File: src/rtl/booth_multiplier_seq.sv
//==============================================================================
// Module   : booth_multiplier_seq
// Function : Sequential radix-2 Booth multiplier, signed N x N -> 2N, one step
//            per clock. Optional abort port when BOOTH_ABORT_EN is defined.
// Revision : 1.0
//==============================================================================
`default_nettype none

module booth_multiplier_seq #(
    parameter int N = 8
) (
    input  logic             clk,
    input  logic             rst,
    input  logic             start,
    input  logic [N-1:0]     A,
    input  logic [N-1:0]     B,
`ifdef BOOTH_ABORT_EN
    input  logic             abort,
`endif
    output logic             ready,
    output logic             done,
    output logic [2*N-1:0]   Y
);

    localparam int CW = $clog2(N + 1);

    typedef enum logic [1:0] {
        S_IDLE = 2'd0,
        S_RUN  = 2'd1,
        S_DONE = 2'd2
    } state_t;

    state_t           r_state;
    state_t           w_next;
    logic [N:0]       r_m;
    logic [N:0]       r_acc;
    logic [N-1:0]     r_q;
    logic             r_q1;
    logic [CW-1:0]    r_cnt;
    logic [2*N-1:0]   r_y;

    logic             w_abort;
    logic [N:0]       w_sum;
    logic [N:0]       w_acc_sh;
    logic [N-1:0]     w_q_sh;
    logic             w_last;

`ifdef BOOTH_ABORT_EN
    assign w_abort = abort;
`else
    assign w_abort = 1'b0;
`endif

    // One Booth step: conditional add/subtract, then arithmetic shift of {Acc,Q,Q_1}
    always_comb begin
        w_sum = r_acc;
        case ({r_q[0], r_q1})
            2'b01:   w_sum = r_acc + r_m;
            2'b10:   w_sum = r_acc - r_m;
            default: w_sum = r_acc;
        endcase
        w_acc_sh = {w_sum[N], w_sum[N:1]};
        w_q_sh   = {w_sum[0], r_q[N-1:1]};
        w_last   = (r_cnt == CW'(1));
    end

    always_ff @(posedge clk or posedge rst) begin
        if (rst) begin
            r_state <= S_IDLE;
        end else begin
            r_state <= w_next;
        end
    end

    always_comb begin
        w_next = r_state;
        ready  = 1'b0;
        done   = 1'b0;
        case (r_state)
            S_IDLE: begin
                ready = 1'b1;
                if (start) w_next = S_RUN;
            end
            S_RUN: begin
                if (w_abort)     w_next = S_IDLE;
                else if (w_last) w_next = S_DONE;
            end
            S_DONE: begin
                done   = 1'b1;
                w_next = S_IDLE;
            end
            default: w_next = S_IDLE;
        endcase
    end

    always_ff @(posedge clk or posedge rst) begin
        if (rst) begin
            r_m   <= '0;
            r_acc <= '0;
            r_q   <= '0;
            r_q1  <= 1'b0;
            r_cnt <= '0;
            r_y   <= '0;
        end else begin
            case (r_state)
                S_IDLE: begin
                    if (start) begin
                        r_m   <= {A[N-1], A};
                        r_acc <= '0;
                        r_q   <= B;
                        r_q1  <= 1'b0;
                        r_cnt <= CW'(N);
                    end
                end
                S_RUN: begin
                    if (!w_abort) begin
                        r_acc <= w_acc_sh;
                        r_q   <= w_q_sh;
                        r_q1  <= r_q[0];
                        r_cnt <= r_cnt - CW'(1);
                        // Result is captured from the post-shift value of the last step
                        if (w_last) r_y <= {w_acc_sh[N-1:0], w_q_sh};
                    end
                end
                default: ;
            endcase
        end
    end

    assign Y = r_y;

endmodule

`default_nettype wire

File: config.mk
export PLATFORM = sky130hd
export DESIGN_NAME = booth_multiplier_seq
export DESIGN_NICKNAME = d
export VERILOG_FILES = /design/src/rtl/booth_multiplier_seq.sv
export SDC_FILE = /design/constraint.sdc
export NUM_CORES = 1
export LEC_CHECK = 0
export ABC_AREA = 1
export ABC_CLOCK_PERIOD_IN_PS = 3070
export CORE_ASPECT_RATIO = 1.5
export CORE_MARGIN = 2
export CORE_UTILIZATION = 40
export CTS_CLUSTER_SIZE = 20
export DETAILED_ROUTE_END_ITERATION = 8
export GPL_TIMING_DRIVEN = 0
export SLEW_MARGIN = 15
export SYNTH_ARGS = -nofsm -noshare
export SYNTH_HDL_FRONTEND = slang
export SYNTH_SLANG_ARGS = --single-unit
File: constraint.sdc
create_clock -name clk -period 3.07 [get_ports clk]
set_clock_uncertainty 0.05 [all_clocks]
set_input_delay 0.4605 -clock clk [delete_from_list [all_inputs] [get_ports clk]]
set_output_delay 0.4605 -clock clk [all_outputs]
set_load 0.01 [all_outputs]
==> summary.txt <==
crit-path max FO = 8
cell count after synthesis = 310
CTS H-tree lvls = 2
status = finished, final reports clean
GR Util All Layers = 16.7%
CP endpoint kind = flop
max-slew violation count = 0
NetSw = 1.96 mW
Mapped Nets = 342
vias in the first global route = 2,128
clock share of power = 12.4%
Yosys top cell by area = dfrtp_1
Final GP Congestion = 0.835
reg-to-reg setup timing slack = 430 ps
Reg clk slew, reported paths = 90 ps
most instantiated cells after synthesis = nand2_1, dfrtp_1, inv_1, o21ai_0, nor2_1
DPL Wire Length = 4300 um
routed length per instance = 12.8 um
power density over cell area = 1350 nW/um2
clock buffer count from CTS = 5
DR iter-0 viols = 68
Yosys reg bits = 47
FF-to-FF End = r_acc[5]
Ys Warns = 0
gr ovfl total = 0
Worst Path Required = 3240 ps
combinational share of power = 61.7%
worst-skew pair later-pin latency = 300 ps
Total Wirelength = 5500 um
post-CTS setup buffers = 0
startpoint types = flop
Core ar. = 6170 um2
largest net degree at the start of global routing = 37
Max stage delay on crit path = 370 ps
setup TNS = 0 ps
MaxCap Viol Count = 0
DRC viols = 0
internal cell power = 2.33 mW
Die Ht = 102 um
CTS tree = done
Synth async-reset ratio = 100%
die width = 69.4 um
row cnt = 35
first-pass GRT wire length = 9380 um
# IOs = 37
Crit Path Category = reg -> reg
Initial Util = 41.6%
Worst Path Arrival = 2810 ps
area delta synth->final = 23.6%
maximum clock frequency = 0.379 GHz
RSZ-0062 raised after global routing = false
top_reg_cell synth = dfrtp_1
Static Leak = 1.61 nW
clock sink count = 47
placed cell count = 421
CP cell instances = inv_1 > ha_1 > clkbuf_1 > inv_1 > nand2_1 > xnor2_1 > inv_1 > ha_1 > a21oi_1 > nand2_1 > nand2_1 > nand2_1 > nand2_1 > nand2_1 > o21ai_0 > nand2_1 > o21ai_0
post-synthesis sequential area ratio = 45.8%
Slew @ Worst Pin = 444 ps
setup violators final = 0
share of cells above drive strength 1 = 9.30%
slew margin rel. = 70.4%
Slowest-stage cell, CP = dfrtp_1
Port Buffer Count = 36
Resized cells post-CTS = 0
most common cell in the netlist = nand2_1
sw frac = 45.6%
Tcrit/Tclk final = 85.9%
Post-DRT Antenna Nets = 0
RR Startpoint = r_q1
Die ar. = 7090 um2
initial antenna violation count = 0
top post-synthesis cells by area = dfrtp_1, nand2_1, ha_1
Yosys cell types = 34
min cycle time layout = 2640 ps
total number of vias = 2,107
root buf cell = clkbuf_8
Cell Area, Synth = 2570 um2
# diodes = 0
Hold/Removal Path Class = in -> async
nets = 386
sequential share of power = 25.9%
Yosys top cell area share = 45.8%
r2r worst-path depth = 17
Initial DRT Pass Iterations = 4
maximum vdd drop = 0.589 mV
Vias/cell = 4.91
CP dominant cell by count = nand2_1
count of flip-flops with a built-in enable after synthesis = 0
clk buf depth = 2
Final Instance Count excl. Fillers = 429
hold_buf cts = 0
final hold vios = 0
syn_area_per_cell = 8.28 um2
per-layer routing:
layer	wire [um]	part of all wire, %	global-route usage, %	vias up
met2	2940	53	31.6	24
met5	0	0	0	-
li1	-	-	-	1073
met1	2310	42	18.2	1001
met4	119	2.2	7.39	0
met3	127	2.3	2.76	9
worst max-delay path: cells and delay by family (launching register included):
family	cells	cell delay, ps
AOI/OAI and AO/OA	3	490
adders and majority gates	2	460
DFF	1	370
buffers and inverters	4	510
and+or+nand+nor	7	560
xor gates and xnor gates	1	110
final cells by class:
class	instances	area (um2)
fill	597	3000
sequential	47	1180
multi-input combinational	210	1160
timing repair buffer	37	380
inverter	45	171
tap	74	92.6
clock buffer	6	72.6
clock inverter	2	60.1
buffer	8	56.3
cells in the final DEF (no fill, tap or decap), types with 8 or more instances in the layout:
cell,count
o21ai_0,18
nor2_1,14
o21ai_1,8
clkdlybuf4s50_1,36
ha_1,12
dfrtp_1,47
a21oi_1,10
inv_1,38
nand3_1,9
nand2_1,97
how the worst max path moves through the flow:
stage                     to  start  slack (ps)  depth (start not counted)
floorplan           r_acc[6]   r_q1         780                         14
global placement    r_acc[5]   r_q1         480                         17
detailed placement  r_acc[5]   r_q1         430                         17
CTS                 r_acc[5]   r_q1         400                         17
global route        r_acc[5]   r_q1          40                         17
finish              r_acc[5]   r_q1         430                         17
sequential cells by signal, indices dropped and copies added (netlist names):
register  count
Y            16
r_cnt         4
r_m           8
r_q1          1
r_q           8
r_state       2
r_acc         8
power groups by stage:
stage | clock network (mW) | logic [mW] | registers [mW]
after floorplan | 0 | 1.96 | 1.12
final | 0.532 | 2.65 | 1.11
after CTS | 0.551 | 2.70 | 1.12
after global routing | 0.567 | 3.07 | 1.15
after global placement | 0 | 2.64 | 1.12
after detailed placement | 0 | 2.68 | 1.13
metrics by stage:
step	hold WS (ps)	area, um2	total power [mW]	worst slack [ps]	utilization (%)
final	354	3170	4.29	433	51.4
after CTS	355	3170	4.37	399	51.4
after detailed placement	417	3040	3.81	427	49.2
after global placement	413	3020	3.76	484	48.9
after global routing	376	3170	4.79	36.3	51.4
after floorplan	395	2570	3.08	778	-
cells by family (layout without fill, tap and decap cells):
group / Yosys count / after routing / share of synthesized area (%)
buf+inv: 53 / 98 / 8.87
xor+xnor: 8 / 8 / 2.73
fa+ha+maj: 13 / 13 / 6.63
simple gates: 127 / 127 / 20.7
mux: 1 / 1 / 0.390
flops: 47 / 47 / 45.8
compound gates: 61 / 61 / 14.9
(Power assumes the default switching activity.)
